File: src/rtl/dm_arb_pkg.sv
// Shared definitions for the data-memory arbiter: FSM state encoding,
// the full byte-enable constant and the default memory depth.
package dm_arb_pkg;

   typedef enum logic [1:0] {
      IDLE   = 2'd0,
      ACCESS = 2'd1,
      MERGE  = 2'd2,
      RESP   = 2'd3
   } state_t;

   localparam logic [3:0] BE_FULL       = 4'b1111;
   localparam int         DEPTH_DEFAULT = 3072;

   // A store needs a read-modify-write only when some, but not all, lanes are enabled.
   function automatic logic be_partial(input logic [3:0] be);
      return (be != BE_FULL) && (be != 4'b0000);
   endfunction

endpackage

File: src/rtl/dm_be_merge.sv
// Byte-lane merge: lane i of the result comes from new_word when be[i] is set,
// otherwise from old_word. Purely combinational.
module dm_be_merge (
   input  logic [31:0] old_word,
   input  logic [31:0] new_word,
   input  logic [3:0]  be,
   output logic [31:0] merged
);

   for (genvar gi = 0; gi < 4; gi++) begin : g_lane
      assign merged[gi*8 +: 8] = be[gi] ? new_word[gi*8 +: 8] : old_word[gi*8 +: 8];
   end

endmodule

File: src/rtl/dm_arbiter.sv
// Two-port arbiter in front of a single-port data memory (combinational read,
// synchronous write). Port 0 is the CPU, port 1 is DMA/debug. One access is in
// flight at a time: IDLE (grant) -> ACCESS -> [MERGE] -> RESP -> IDLE.
// Optional feature: define DM_ARB_RR_EN for round-robin arbitration of
// contended requests; otherwise port 0 has fixed priority.
module dm_arbiter
   import dm_arb_pkg::*;
#(
   parameter int DEPTH = DEPTH_DEFAULT
) (
   input  logic        clk,
   input  logic        reset,
   input  logic        p0_req,
   input  logic        p0_we,
   input  logic [31:0] p0_addr,
   input  logic [3:0]  p0_be,
   input  logic [31:0] p0_wdata,
   output logic        p0_gnt,
   output logic        p0_rvalid,
   output logic [31:0] p0_rdata,
   output logic        p0_err,
   input  logic        p1_req,
   input  logic        p1_we,
   input  logic [31:0] p1_addr,
   input  logic [3:0]  p1_be,
   input  logic [31:0] p1_wdata,
   output logic        p1_gnt,
   output logic        p1_rvalid,
   output logic [31:0] p1_rdata,
   output logic        p1_err,
   output logic [31:0] mem_addr,
   output logic [31:0] mem_wd,
   output logic        mem_we,
   input  logic [31:0] mem_rd
);

   localparam logic [30:0] DEPTH_W = 31'(DEPTH);

   state_t      state_reg, state_next;
   logic        port_reg;
   logic        we_reg;
   logic [29:0] word_reg;
   logic [3:0]  be_reg;
   logic [31:0] wdata_reg;
   logic        oor_reg;
   logic [31:0] old_reg;
   logic [31:0] rdata_reg [2];

   logic        sel_valid;
   logic        sel_port;
   logic        cap_we;
   logic [29:0] cap_word;
   logic [3:0]  cap_be;
   logic [31:0] cap_wdata;
   logic [31:0] merged;
   logic        enter_resp;
   logic [31:0] resp_data;
   logic        unused_addr_bits;

   // Byte-address bits [1:0] are word-aligned away.
   assign unused_addr_bits = ^{p0_addr[1:0], p1_addr[1:0]};

`ifdef DM_ARB_RR_EN
   logic last_reg;

   // Pick the requester: on contention, the port not granted last wins.
   always_comb begin
      sel_valid = p0_req | p1_req;
      if (p0_req && p1_req) begin
         sel_port = ~last_reg;
      end else begin
         sel_port = p1_req;
      end
   end

   // Remember the last granted port; reset to 1 so port 0 wins first.
   always_ff @(posedge clk or negedge reset) begin
      if (!reset) begin
         last_reg <= 1'b1;
      end else if (state_reg == IDLE && sel_valid) begin
         last_reg <= sel_port;
      end
   end
`else
   // Pick the requester: port 0 always has priority.
   always_comb begin
      sel_valid = p0_req | p1_req;
      sel_port  = ~p0_req;
   end
`endif

   // Mux the selected requester's command for capture.
   always_comb begin
      cap_we    = sel_port ? p1_we          : p0_we;
      cap_word  = sel_port ? p1_addr[31:2]  : p0_addr[31:2];
      cap_be    = sel_port ? p1_be          : p0_be;
      cap_wdata = sel_port ? p1_wdata       : p0_wdata;
   end

   dm_be_merge u_merge (
      .old_word (old_reg),
      .new_word (wdata_reg),
      .be       (be_reg),
      .merged   (merged)
   );

   // Next-state logic.
   always_comb begin
      state_next = state_reg;
      case (state_reg)
         IDLE:    if (sel_valid) state_next = ACCESS;
         ACCESS:  state_next = (we_reg && !oor_reg && be_partial(be_reg)) ? MERGE : RESP;
         MERGE:   state_next = RESP;
         RESP:    state_next = IDLE;
         default: state_next = IDLE;
      endcase
   end

   // Response data is captured on the way into RESP: loads take the memory word,
   // stores and out-of-range accesses report zero.
   always_comb begin
      enter_resp = (state_reg == ACCESS || state_reg == MERGE) && (state_next == RESP);
      resp_data  = (!we_reg && !oor_reg) ? mem_rd : 32'h0;
   end

   // Port and memory outputs, all decoded from the current state.
   always_comb begin
      p0_gnt    = reset && (state_reg == IDLE) && sel_valid && !sel_port;
      p1_gnt    = reset && (state_reg == IDLE) && sel_valid &&  sel_port;
      p0_rvalid = (state_reg == RESP) && !port_reg;
      p1_rvalid = (state_reg == RESP) &&  port_reg;
      p0_err    = p0_rvalid && oor_reg;
      p1_err    = p1_rvalid && oor_reg;
      mem_addr  = (state_reg == IDLE) ? 32'h0 : {word_reg, 2'b00};
      mem_we    = 1'b0;
      mem_wd    = 32'h0;
      if (state_reg == ACCESS && we_reg && !oor_reg && be_reg == BE_FULL) begin
         mem_we = 1'b1;
         mem_wd = wdata_reg;
      end else if (state_reg == MERGE) begin
         mem_we = 1'b1;
         mem_wd = merged;
      end
   end

   assign p0_rdata = rdata_reg[0];
   assign p1_rdata = rdata_reg[1];

   // State register and command/data capture; reset aborts any access in flight.
   always_ff @(posedge clk or negedge reset) begin
      if (!reset) begin
         state_reg    <= IDLE;
         port_reg     <= 1'b0;
         we_reg       <= 1'b0;
         word_reg     <= '0;
         be_reg       <= '0;
         wdata_reg    <= '0;
         oor_reg      <= 1'b0;
         old_reg      <= '0;
         rdata_reg[0] <= '0;
         rdata_reg[1] <= '0;
      end else begin
         state_reg <= state_next;
         if (state_reg == IDLE && sel_valid) begin
            port_reg  <= sel_port;
            we_reg    <= cap_we;
            word_reg  <= cap_word;
            be_reg    <= cap_be;
            wdata_reg <= cap_wdata;
            oor_reg   <= ({1'b0, cap_word} >= DEPTH_W);
         end
         if (state_reg == ACCESS) begin
            old_reg <= mem_rd;
         end
         if (enter_resp) begin
            rdata_reg[port_reg] <= resp_data;
         end
      end
   end

endmodule
File: config.mk
export PLATFORM = sky130hd
export DESIGN_NAME = dm_arbiter
export DESIGN_NICKNAME = d
export VERILOG_FILES = /design/src/rtl/dm_arb_pkg.sv /design/src/rtl/dm_be_merge.sv /design/src/rtl/dm_arbiter.sv
export SDC_FILE = /design/constraint.sdc
export NUM_CORES = 1
export LEC_CHECK = 0
export BUFFER_PORTS_ARGS = -buffer_cell sky130_fd_sc_hd__buf_2
export CELL_PAD_IN_SITES_DETAIL_PLACEMENT = 0
export CELL_PAD_IN_SITES_GLOBAL_PLACEMENT = 1
export CORE_ASPECT_RATIO = 0.75
export CORE_MARGIN = 10
export CORE_UTILIZATION = 38
export DETAILED_ROUTE_END_ITERATION = 16
export PLACE_DENSITY = 0.89
export SLEW_MARGIN = 20
export SYNTH_ARGS = -nofsm -noshare
export SYNTH_HDL_FRONTEND = slang
export SYNTH_SLANG_ARGS = --single-unit
export TNS_END_PERCENT = 50
File: constraint.sdc
create_clock -name clk -period 2.8 [get_ports clk]
set_input_delay 0.28 -clock clk [delete_from_list [all_inputs] [get_ports clk]]
set_output_delay 0.28 -clock clk [all_outputs]
set_load 0.03 [all_outputs]
-- Word-level counts from Yosys, hierarchy flattened
Cells that the tools add are included.
- bits in registers: 167
- bits of input ports: 174
- output and inout port bits: 135
- logic and storage cells: 66
- $lt $le $gt $ge: 3
- equal/unequal tests: 6
- muxes and demuxes: 20
- bitwise gates (word level): 3
- reductions and logical operators: 24
- operator list (kind ; number):
    $mux W32 ; 6
    $bwmux W64 ; 1
    $demux W32 S1 ; 1
    $mux W8 ; 4
    $ge A30 B12 Y1 const B ; 1
    $mux W30 ; 1
    $logic_and A1 B1 Y1 ; 18
    $pmux W2 S4 ; 1
    $eq A2 B2 Y1 const B ; 3
    $eq A4 B4 Y1 const B ; 1
    $mux W1 ; 4
    $mux W4 ; 1
    $ne A4 B4 Y1 const B ; 1
    $reduce_bool A4 Y1 ; 1
    $logic_not A1 Y1 ; 3
    $eq A2 B1 Y1 const B ; 1
    $ge A2 B2 Y1 const B ; 1
    $logic_not A2 Y1 ; 1
    $lt A2 B1 Y1 const B ; 1
    $mux W2 ; 1
    $not A1 Y2 ; 1
    $logic_or A1 B1 Y1 ; 1
    $not A1 Y1 ; 1
    $or A1 B1 Y1 ; 1

-- Depth between registers and ports, before layout
Gate-level depths: netlist (run 1).
- depth in word-level cells: 7
- mapped depth: 10
- depth with buffers taken out: 7

-- By module
From an unflattened synthesis (run 1), not the netlist that was laid out.
- cell total of the unflattened synthesis: 832
- area, all modules: 8303.0 um^2
- by module, submodules not included (module ; instances ; cells an instance ; area each (um^2) ; sequential area each (um^2)):
    dm_arbiter ; 1 ; 796 ; 7777.5 ; 4179.0
    dm_be_merge ; 1 ; 36 ; 525.5 ; 0.0

-- Worst setup path before layout (run 1)
OpenSTA, ideal clock, no wires.
- path kind: register -> output
- start point: register state_reg[0]
- end point: output port p1_gnt
- arrival: 2219 ps
- data required time: 2520 ps
- slack: 301 ps
- cell stages (with the launch flop): 8
- buffers on the path: 3
- cells stage by stage: dfrtp_1 -> inv_1 -> ha_1 -> o21ai_1 -> clkbuf_1 -> clkbuf_1 -> buf_1 -> nor3b_1
- cells in the longest elaborated chain, start to end: 4
- ends and longest elaborated chain (what ; line ; text):
    from (decl) ; dm_arbiter.sv:39 ; state_t state_reg, state_next;
    from (signal assigned) ; dm_arbiter.sv:163 ; state_reg <= state_next;
    $logic_not A2 Y1 ; dm_arbiter.sv:129 ; p1_gnt = reset && (state_reg == IDLE) && sel_valid && sel_port;
    $logic_and A1 B1 Y1 (3 in series) ; dm_arbiter.sv:129 ;
    to (decl) ; dm_arbiter.sv:27 ; output logic p1_gnt,
No other way between the ends.

-- Worst setup path in the final report (run 1)
- start point: register state_reg[1]
- end point: output port mem_wd[21]
- cells in the longest elaborated chain, start to end: 5
- elaborated cells between the ends (all ways): 7
- those cells by class: eq/ne: 2; mux: 2; reduce/logical: 3
- ends and longest elaborated chain (what ; line ; text):
    $eq A2 B1 Y1 ; dm_arbiter.sv:137 ; if (state_reg == ACCESS && we_reg && !oor_reg && be_reg == BE_FULL) begin
    $logic_and A1 B1 Y1 (3 in series) ; dm_arbiter.sv:137 ;
    $mux W32 * ; dm_arbiter.sv:137 ;
    to (decl) ; dm_arbiter.sv:32 ; output logic [31:0] mem_wd,
Every way passes the cells marked *; elsewhere a longest branch is shown, timed or not.

==> summary.md, run 1 <==
| Metric | Value |
|---|---|
| Period utilization | `between 90% and 100%` |
| Die Span Y | `roughly 150 µm` |
| Via/cell ratio | `a little under 5` |
| FFs w/ async S/R, synth | `100.0%` |
| Vias in the first global route | `6,649` |
| Initial antenna violation count | `1` |
| DR DRC count | `0` |
| Final setup TNS | `0 ns` |
| CP Cell Sequence | `inv_1, ha_2, buf_4, a31oi_4, buf_4, nor2_1, buf_2` |
| Global Route met3 Usage | `~7%` |
| Worst Skew | `~0.015 ns` |
| Pins Over Slew Limit | `0` |
| Cells after synthesis | `between 600 and 700` |
| Grt met2 use | `approximately 28%` |
| Critical path capture point type | `primary output` |
| RSZ-0062 raised after global routing | `no` |
| PostCTS Resize Cnt | `0` |
| Top-count cell post-synth | `dfrtp_1` |
| VDD IR max | `0.0004888 V` |
| RePlAce Congestion | `0.8859` |
| I/O pin cnt | `309` |
| Hold-fix buffer count after cts | `1` |
| First-pass GRT wire length | `38,290 µm` |
| Synth Flop Type | `dfrtp_1` |
| Post-synth design cell area | `around 0.0080 mm²` |
| Worst slew pin tran | `~0.66 ns` |
| Rel. slew slack | `55.82%` |
| Largest net degree at the start of global routing | `~110` |
| Clock Sinks | `between 150 and 200` |
| Top cells by count, synth | `dfrtp_1 (167), mux2i_1 (104), nand2_1 (80)` |
| DRT Pass-1 Iters | `4` |
| Critical path arrival | `approximately 2.3 ns` |
| Fin. Hold Viols | `0` |
| Clk root buf | `clkbuf_16` |
| Hold crit path type | `primary input to register` |
| Synth area leader | `dfrtp_1` |
| Post-CTS setup buffer count | `0` |
| GR peak layer | `met2` |
| Core Area | `about 0.020 mm²` |
| Worst path slowest cell | `dfrtp_1` |
| Layout cells sized above 1 | `between 30% and 40%` |
| Die area | `between 0.02 and 0.03 mm²` |
| Outcome | `finished, final reports clean` |
| Site Rows | `45` |
| Vias after detailed routing | `just over 6,000` |
| Port-buffer cells | `approximately 300` |
| GR Util met1 | `approximately 22%` |
| Clock transition at path regs | `roughly 0.070 ns` |
| Sequential share of the synthesized area | `52.05%` |
| PD cells | `between 1000 and 1500 mW/mm²` |
| Number of max-cap violations | `0` |
| Final #Nets | `about 1,200` |
| Clk_lat worst skew | `approximately 0.42 ns` |
| Post-synth EDFFs | `0` |
| CP max stage delay | `approximately 0.40 ns` |
| GRT Util Overall | `between 10% and 20%` |
| Longest Clk Path Bufs | `2` |
| Grt ovf | `0` |
| Critical path data required time | `around 2.5 ns` |
| Max FO, Critical Path | `17` |
| Critical path class | `register to primary output` |
| Final setup violation count | `0` |
| Synth top area cells | `dfrtp_1 (52%), mux2i_1 (13%), mux2_1 (8.3%)` |
| Total CTS buffers | `17` |
| Leakage power | `approximately 5.6 nW` |
| DIE WIDTH | `187.8 µm` |
| Avg Cell Area, Syn | `11.52 µm²` |
| Fmax | `roughly 400 MHz` |
| Dpl hpwl | `about 19,000 µm` |
| Synth-to-layout area growth | `30.67%` |
| Routed WL per cell | `~19 µm` |
| CTS tree | `yes` |
| Yosys cell types | `35` |
| #FFs+latches synth | `about 170` |
| Initial DRC count | `approximately 230` |
| Warning count from the yosys run | `0` |
| H-tree depth | `4` |
| Final wirelength | `around 24,000 µm` |
| Most Frequent Cell on Critical Path | `buf_4` |
| Ant diodes | `0` |
| Starting Density | `~39%` |
| Final Core Density | `51.19%` |
| DRT antenna net count | `0` |
| Minimum clock period | `approximately 2.6 ns` |
| Startpoint Class | `register` |
| Yosys top cell area share | `between 50% and 60%` |
-- path summary, 6_finish.rpt --
kind	start	to	slack, ns	cells past startpoint
worst max register to register	state_reg[0]	p1_rdata[18]	0.56	7
min in group asynchronous	reset	word_reg[28]	0.32	2
max in group asynchronous	reset	wdata_reg[9]	1.58	3
worst min-delay path	mem_rd[7]	old_reg[7]	0.09	2
worst max-delay path	state_reg[1]	mem_wd[21]	0.24	7
worst min register to register	word_reg[27]	word_reg[27]	0.47	2
-- routing by layer --
metal / share of wire, % / vias up
met1: 44 / 2958
li1: - / 2976
met3: 8.8 / 10
met5: 0.029 / -
met4: 0.58 / 2
met2: 46 / 227
-- power by group --
| part | switching [W] | leakage, nW | internal [W] |
|---|---|---|---|
| clock | 0.00109 | 0.305 | 0.00138 |
| combinational | 0.00301 | 3.15 | 0.00170 |
| sequential | 0.000402 | 2.14 | 0.00318 |
| total | 0.00450 | 5.60 | 0.00625 |
-- worst max-delay path, delay by kind of cell, from the launching register on --
kind / cells / cell delay, ns
buf+inv: 4 / 0.87
simple gates: 1 / 0.14
fa+ha+maj: 1 / 0.19
compound gates: 1 / 0.26
flops: 1 / 0.40
-- final cells by class --
class / count / area [µm²]
flip-flops and latches: 167 / 4179
inverters: 8 / 30.03
multi-input cells: 473 / 3581
repair buffers: 323 / 1718
clock buffers: 17 / 425.4
clock inverters: 15 / 205.2
well taps: 282 / 352.8
fillers: 1934 / 10000
-- per-stage QoR --
stage / setup WS (ns) / area (µm²) / std cells / power [W] / hold WS (ns)
3_5_place_dp: 0.5575 / 9851 / 1252 / 0.008404 / 0.1770
6_report: 0.2364 / 10490 / 1285 / 0.01075 / 0.09004
3_3_place_gp: 0.6025 / 9851 / 1252 / 0.008313 / 0.1785
5_1_grt: 0.001918 / 10490 / 1285 / 0.01148 / 0.05608
2_1_floorplan: 0.3007 / 8033 / 698 / 0.006952 / -0.01559
4_1_cts: 0.1802 / 10490 / 1285 / 0.01091 / 0.06550
-- logic make-up (layout without fill, tap and decap cells) --
family / Yosys count / count (layout) / synth area share, %
DFF: 167 / 167 / 52.05
and+or+nand+nor: 198 / 198 / 12.25
buffers and inverters: 58 / 363 / 3.802
adders and majority gates: 4 / 4 / 0.6234
AOI/OAI and AO/OA: 78 / 78 / 4.893
other: 1 / 2 / 0.04671
muxes: 191 / 191 / 26.34
-- cell usage in the layout (no fill, tap or decap), types with 2 or more instances in the layout --
master     Yosys  layout
buf_2          7     300
dfrtp_1      167     167
mux2i_1      104     104
nand2_1       80      80
o21ai_1       75      74
mux2_1        59      59
nor2b_1       33      33
nor2_1        34      33
and2_1        29      29
mux2_4        25      25
buf_4          3      18
clkbuf_16      0      17
inv_1          7       7
nor4_1         7       7
inv_8          0       4
inv_6          0       4
mux2_2         3       3
ha_1           4       3
clkinv_8       0       3
buf_12         0       3
nor3_1         2       2
and3_1         2       2
nand4_1        2       2
conb_1         1       2
bufinv_16      0       2
No activity file was read; power rests on OpenSTA's default activity.
==> inputs of run 2 (changes only) <==
CORE_MARGIN = 4   (was 10)
MAX_ROUTING_LAYER = met4   (was unset)
==> run 2 against run 1 <==
Die area is 14% lower. Design area is 0.39% lower. Wire length is 8.8% lower. First-iteration DRC count is 13% higher. Register-to-register slack worse by 0.22 ns. Critical path depth stayed put. Count of clock-buffer cells in the layout is 1 higher. Clock power is 6% lower. Flip-flop and latch count stayed put. Sequential power hardly changed. Setup slack worse by 0.068 ns.
==> summary.md, run 2 (synthesis gave the netlist of run 1 again) <==
| Metric | Value |
|---|---|
| Most common cell after layout, fill and taps aside | `buf_2 (unchanged)` |
| Max FO, Critical Path | `33 (was 17)` |
| RSZ-0062 raised after global routing | `no (unchanged)` |
| Total CTS buffers | `17 (unchanged)` |
| Rel. slew slack | `52.25% (was 55.82%)` |
| Most frequent cells in the layout | `buf_2 (300), dfrtp_1 (167), mux2i_1 (104) (unchanged)` |
| Core Area | `0.02049 mm² (unchanged)` |
| Leakage power | `5.563 nW (was 5.597 nW)` |
| Vias after detailed routing | `6,130 (was 6,173)` |
| Final #Nets | `1,164 (was 1,168)` |
| Dpl hpwl | `16,640 µm (was 18,720 µm)` |
| Fin. Hold Viols | `0 (unchanged)` |
| Critical path class | `register to primary output (unchanged)` |
| Critical path data required time | `2.52 ns (about the same)` |
| Fmax | `380.0 MHz (was 390.1 MHz)` |
| CP Cell Sequence | `inv_1, ha_2, buf_6, a31oi_4, buf_12, nor2_1, buf_2 (was inv_1, ha_2, buf_4, a31oi_4, buf_4, nor2_1, buf_2)` |
| Fillers | `1,912 (was 1,934)` |
| H-tree depth | `4 (unchanged)` |
| Worst path slowest cell | `dfrtp_1 (unchanged)` |
| Pins Over Slew Limit | `0 (unchanged)` |
| Via/cell ratio | `4.782 (was 4.804)` |
| Minimum clock period | `2.632 ns (was 2.564 ns)` |
| Starting Density | `39.18% (unchanged)` |
| Port-buffer cells | `302 (unchanged)` |
| Worst Skew | `0.01743 ns (was 0.01500 ns)` |
| Cell family with most CP delay | `buffers and inverters (unchanged)` |
| Clk_lat worst skew | `0.42 ns (about the same)` |
| Initial antenna violation count | `1 (unchanged)` |
| DR DRC count | `0 (unchanged)` |
| First-pass GRT wire length | `33,870 µm (was 38,290 µm)` |
| Initial DRC count | `257 (was 227)` |
| Clock transition at path regs | `0.08 ns (was 0.07 ns)` |
| Period utilization | `94.00% (was 91.56%)` |
| Cell-internal power | `0.006072 W (was 0.006248 W)` |
| Longest Clk Path Bufs | `2 (unchanged)` |
| Die area | `0.02354 mm² (was 0.02740 mm²)` |
| Clock power share | `21.9% (was 22.9%)` |
| Sw Share | `42.35% (was 41.89%)` |
| Synth-to-layout area growth | `30.15% (was 30.67%)` |
| Clk root buf | `clkbuf_16 (unchanged)` |
| CP max stage delay | `0.40 ns (about the same)` |
| Number of max-cap violations | `0 (unchanged)` |
| Worst slew pin tran | `0.7163 ns (was 0.6627 ns)` |
| DIE WIDTH | `175.8 µm (was 187.8 µm)` |
| Net Sw Power | `0.004460 W (was 0.004504 W)` |
| CTS tree | `yes (unchanged)` |
| Site Rows | `45 (unchanged)` |
| Hold crit path type | `primary input to register (unchanged)` |
| Final wirelength | `22,070 µm (was 24,200 µm)` |
| Final Core Density | `50.99% (was 51.19%)` |
| Die Span Y | `133.9 µm (was 145.9 µm)` |
| PD cells | `1008 mW/mm² (was 1025 mW/mm²)` |
| WP buf/inv | `4 (unchanged)` |
| DRT antenna net count | `0 (unchanged)` |
| RePlAce Congestion | `0.9058 (was 0.8859)` |
| Final setup TNS | `0 ns (unchanged)` |
| Grt ovf | `0 (unchanged)` |
| Comb power frac | `44.1% (was 43.8%)` |
| Critical path arrival | `2.35 ns (was 2.28 ns)` |
| Startpoint Class | `register (unchanged)` |
| GRT Util Overall | `18.91% (was 17.53%)` |
| Routed WL per cell | `17.21 µm (was 18.83 µm)` |
| DRT Pass-1 Iters | `4 (unchanged)` |
| Post-CTS setup buffer count | `0 (unchanged)` |
| Critical path capture point type | `primary output (unchanged)` |
| Largest net degree at the start of global routing | `120 (was 106)` |
| Outcome | `finished, final reports clean (unchanged)` |
| Vias in the first global route | `6,251 (was 6,649)` |
| VDD IR max | `0.0005920 V (was 0.0004888 V)` |
| Layout cells sized above 1 | `38.74% (was 38.98%)` |
| Sequential share of power | `34.0% (was 33.3%)` |
| I/O pin cnt | `309 (unchanged)` |
| Clock Sinks | `167 (unchanged)` |
| Final setup violation count | `0 (unchanged)` |
run 2: area by class of cell:
| cell class | count | area (µm²) | share of cell area, % |
|---|---|---|---|
| Multi-Input combinational cell | 473 | 3583 | 34.29 |
| Clock inverter | 14 | 158.9 | 1.521 |
| Tap cell | 282 | 352.8 | 3.376 |
| Antenna cell | 1 | 2.502 | 0.02395 |
| Sequential cell | 167 | 4179 | 39.99 |
| Timing Repair Buffer | 319 | 1704 | 16.31 |
| Clock buffer | 18 | 439.2 | 4.203 |
| Inverter | 8 | 30.03 | 0.2874 |
run 2: routing by layer:
layer / wire, µm / track usage (%)
met4: 214 / 4.069
met5: 0 / -
met1: 9930 / 23.97
met2: 10370 / 30.79
met3: 1554 / 5.044
run 2: power by group through the flow:
stage / Clock [W] / Sequential, W / Combinational [W]
2_1_floorplan: 0 / 0.00353 / 0.00342
3_3_place_gp: 0 / 0.00358 / 0.00465
3_5_place_dp: 0 / 0.00362 / 0.00469
4_1_cts: 0.00237 / 0.00358 / 0.00471
5_1_grt: 0.00248 / 0.00367 / 0.00508
6_report: 0.00231 / 0.00358 / 0.00464
run 2: final timing paths:
kind,slack [ns],cells after the start,from,end
min reg2reg,0.48,2,word_reg[24],word_reg[24]
max,0.17,7,state_reg[1],mem_wd[31]
max reg2reg,0.34,8,state_reg[0],p0_rdata[27]
min,0.08,2,mem_rd[20],old_reg[20]
min in group asynchronous,0.42,2,reset,old_reg[1]
max in group asynchronous,1.30,3,reset,old_reg[27]
run 2: timing repair:
item | in CTS | in global routing
hold buffers | 1 | 0
endpoints found under the hold margin | 48 | 0
resized for setup | 1 | 1
pin swaps | 0 | 0
endpoints found under the setup margin | 13 | 8
cloned | 0 | 0
run 2: worst reg2reg max path: stages (launching register included):
cell and delay, ns:
dfrtp_1 0.42, inv_1 0.10, ha_1 0.25, nor3_1 0.07, a21oi_1 0.15, nor2b_1 0.20, and3b_4 0.66, buf_4 0.34
mux2i_1 0.21
run 2: per-stage QoR:
stage          cells  hold slack, ns  power [W]  setup slack, ns  cell area (µm²)
3_3_place_gp    1248          0.2531   0.008229           0.2150             9833
6_report        1282         0.08265    0.01053           0.1681            10450
2_1_floorplan    698        -0.01559   0.006952           0.3007             8033
3_5_place_dp    1248          0.2542   0.008315          0.05624             9833
5_1_grt         1282         0.06618    0.01123         0.007357            10450
4_1_cts         1281         0.06392    0.01066          0.05536            10450
==> inputs of run 3 (changes only) <==
CORE_ASPECT_RATIO = unset   (was 0.75)
==> run 3 against run 2 <==
Power fell by 0.27%. Count of clock-buffer cells in the layout stayed put. Die area shrank 0.11%. Cell count down 1.2%. Wire length shrank 0.21%. Design area fell by 0.65%. Sequential power about the same. Clock skew fell by 0.0058 ns. Critical endpoint is now p1_gnt. First-iteration DRC count fell by 0.39%. Highest routed layer unchanged. The flow now finishes with violations (negative hold slack). Critical path type unchanged. Clock power about the same. Sequential share of layout area is 0.26 points higher.
==> summary.md, run 3 (synthesis gave the netlist of run 1 again) <==
| Metric | Value |
|---|---|
| Outcome | `finished, violations left (was finished, final reports clean)` |
| Violated checks | `negative hold slack` |
| Worst R2R End | `p0_rdata[0] (was p0_rdata[27])` |
| Cell-internal power | `0.006114 W (was 0.006072 W)` |
| Clock power share | `21.7% (was 21.9%)` |
| Leakage power | `5.535 nW (was 5.563 nW)` |
| RSZ-0062 raised after global routing | `no (unchanged)` |
| Pins Over Slew Limit | `0 (unchanged)` |
| Total Power | `0.01050 W (was 0.01053 W)` |
| CP startpoint | `state_reg[0] (was state_reg[1])` |
| Starting Density | `39.18% (unchanged)` |
| DIE WIDTH | `153.4 µm (was 175.8 µm)` |
| Fin area | `0.01038 mm² (was 0.01045 mm²)` |
| Final WS setup | `0.2673 ns (was 0.1681 ns)` |
| Pre-CTS setup slack | `0.6142 ns (was 0.05624 ns)` |
| Clock Sinks | `167 (unchanged)` |
| Synth-to-layout area growth | `29.31% (was 30.15%)` |
| Max FO, Critical Path | `32 (was 33)` |
| Register-to-register setup slack | `0.58 ns (was 0.34 ns)` |
| Most common cell after layout, fill and taps aside | `buf_2 (unchanged)` |
| Via/cell ratio | `4.815 (was 4.782)` |
| Clk_lat worst skew | `0.42 ns (about the same)` |
| RePlAce Congestion | `0.8576 (was 0.9058)` |
| Comb power frac | `44.2% (was 44.1%)` |
| Net Sw Power | `0.004389 W (was 0.004460 W)` |
| Startpoint Class | `register (unchanged)` |
| Hold-fix buffer count after cts | `0 (was 1)` |
| Placed cell areas | `0.009811 mm² (was 0.009833 mm²)` |
| Fmax | `394.8 MHz (was 380.0 MHz)` |
| PD cells | `1012 mW/mm² (was 1008 mW/mm²)` |
| Clk root buf | `clkbuf_16 (unchanged)` |
| H-tree depth | `4 (unchanged)` |
| Die Span Y | `153.4 µm (was 133.9 µm)` |
| Dpl hpwl | `16,020 µm (was 16,640 µm)` |
| Critical path class | `register to primary output (unchanged)` |
| CTS tree | `yes (unchanged)` |
| Final #Nets | `1,162 (was 1,164)` |
| Vias after detailed routing | `6,100 (was 6,130)` |
| Sw Share | `41.79% (was 42.35%)` |
| Fin. Hold Viols | `15 (was 0)` |
| Routed WL per cell | `17.38 µm (was 17.21 µm)` |
| Most frequent cells in the layout | `buf_2 (300), dfrtp_1 (167), mux2i_1 (104) (unchanged)` |
| Final setup violation count | `0 (unchanged)` |
| VDD IR max | `0.0006969 V (was 0.0005920 V)` |
| Hold crit path type | `primary input to async pin (was primary input to register)` |
| Initial antenna violation count | `0 (was 1)` |
| Period utilization | `90.45% (was 94.00%)` |
| Layout cells sized above 1 | `38.55% (was 38.74%)` |
| Worst slew pin tran | `1.003 ns (was 0.7163 ns)` |
| DRT antenna net count | `0 (unchanged)` |
| Post-CTS setup buffer count | `0 (unchanged)` |
| Grt ovf | `0 (unchanged)` |
| I/O pin cnt | `309 (unchanged)` |
| Port-buffer cells | `302 (unchanged)` |
| Sequential share of power | `34.1% (was 34.0%)` |
| Critical path arrival | `2.25 ns (was 2.35 ns)` |
| Total CTS buffers | `17 (unchanged)` |
| Worst Skew | `0.01161 ns (was 0.01743 ns)` |
| Site Rows | `52 (was 45)` |
| GRT Util Overall | `19.17% (was 18.91%)` |
| Hold slack | `-0.01029 ns (was 0.08265 ns)` |
| Worst reg2reg path startpoint | `state_reg[0] (unchanged)` |
| Die area | `0.02352 mm² (was 0.02354 mm²)` |
| Critical path data required time | `2.52 ns (about the same)` |
| Critical path capture point type | `primary output (unchanged)` |
| DRT Pass-1 Iters | `6 (was 4)` |
| Rel. slew slack | `33.12% (was 52.25%)` |
| Initial DRC count | `256 (was 257)` |
| PostCTS Resize Cnt | `0 (was 1)` |
| R2R depth | `8 (unchanged)` |
| Minimum clock period | `2.533 ns (was 2.632 ns)` |
| Final wirelength | `22,020 µm (was 22,070 µm)` |
| Longest Clk Path Bufs | `2 (unchanged)` |
| First-pass GRT wire length | `34,790 µm (was 33,870 µm)` |
| Number of max-cap violations | `0 (unchanged)` |
| Core Area | `0.02049 mm² (unchanged)` |
| Worst Setup EP | `p1_gnt (was mem_wd[31])` |
| Clock transition at path regs | `0.07 ns (was 0.08 ns)` |
| Vias in the first global route | `6,353 (was 6,251)` |
| DR DRC count | `0 (unchanged)` |
| Final setup TNS | `0 ns (unchanged)` |
| Largest net degree at the start of global routing | `168 (was 120)` |
[run 3: cell types whose count changed in the layout (fill, tap and decap cells not counted), moves of 2 or more]
cell	before	now
inv_8	3	1
clkinv_4	4	2
clkinvlp_4	1	4
clkinv_8	4	1
inv_6	2	4
[run 3: power groups by stage]
stage	clock (W)	combinational, W	sequential, W
6_report	0.00228	0.00464	0.00358
5_1_grt	0.00246	0.00507	0.00368
4_1_cts	0.00235	0.00473	0.00358
3_5_place_dp	0	0.00472	0.00362
3_3_place_gp	0	0.00466	0.00357
2_1_floorplan	0	0.00342	0.00353
[run 3: worst min path at each step]
stage / end / depth (start not counted)
6_report: wdata_reg[1] / 2
5_1_grt: old_reg[26] / 2
3_5_place_dp: word_reg[23] / 2
3_3_place_gp: word_reg[17] / 2
2_1_floorplan: be_reg[0] / 0
4_1_cts: old_reg[7] / 2
[run 3: routing by layer]
| metal | wire length [µm] | up-vias | global-route usage (%) |
|---|---|---|---|
| met4 | 498 | 0 | 6.182 |
| li1 | - | 2959 | - |
| met5 | 0 | - | - |
| met2 | 10570 | 202 | 30.82 |
| met1 | 9730 | 2908 | 24.66 |
| met3 | 1220 | 31 | 3.591 |
[run 3: final cells by class]
class / count / area, µm²
fillers: 1911 / 10110
multi-input cells: 473 / 3581
well taps: 270 / 337.8
flip-flops and latches: 167 / 4179
repair buffers: 317 / 1683
clock inverters: 13 / 140.1
inverters: 8 / 30.03
diodes: 1 / 2.502
clock buffers: 18 / 429.2
[run 3: worst max-delay path, stage by stage, from the launching register on]
cell     delay, ns
dfrtp_1       0.42
inv_1         0.10
ha_1          0.21
buf_4         0.37
o21ai_4       0.13
nor3b_1       0.33
buf_2         0.27
[run 3: per-stage QoR]
step / cells / util (%)
6_report: 1267 / 50.66
3_5_place_dp: 1235 / 47.87
2_1_floorplan: 698 / -
3_3_place_gp: 1235 / 47.87
5_1_grt: 1266 / 50.65
4_1_cts: 1266 / 50.65
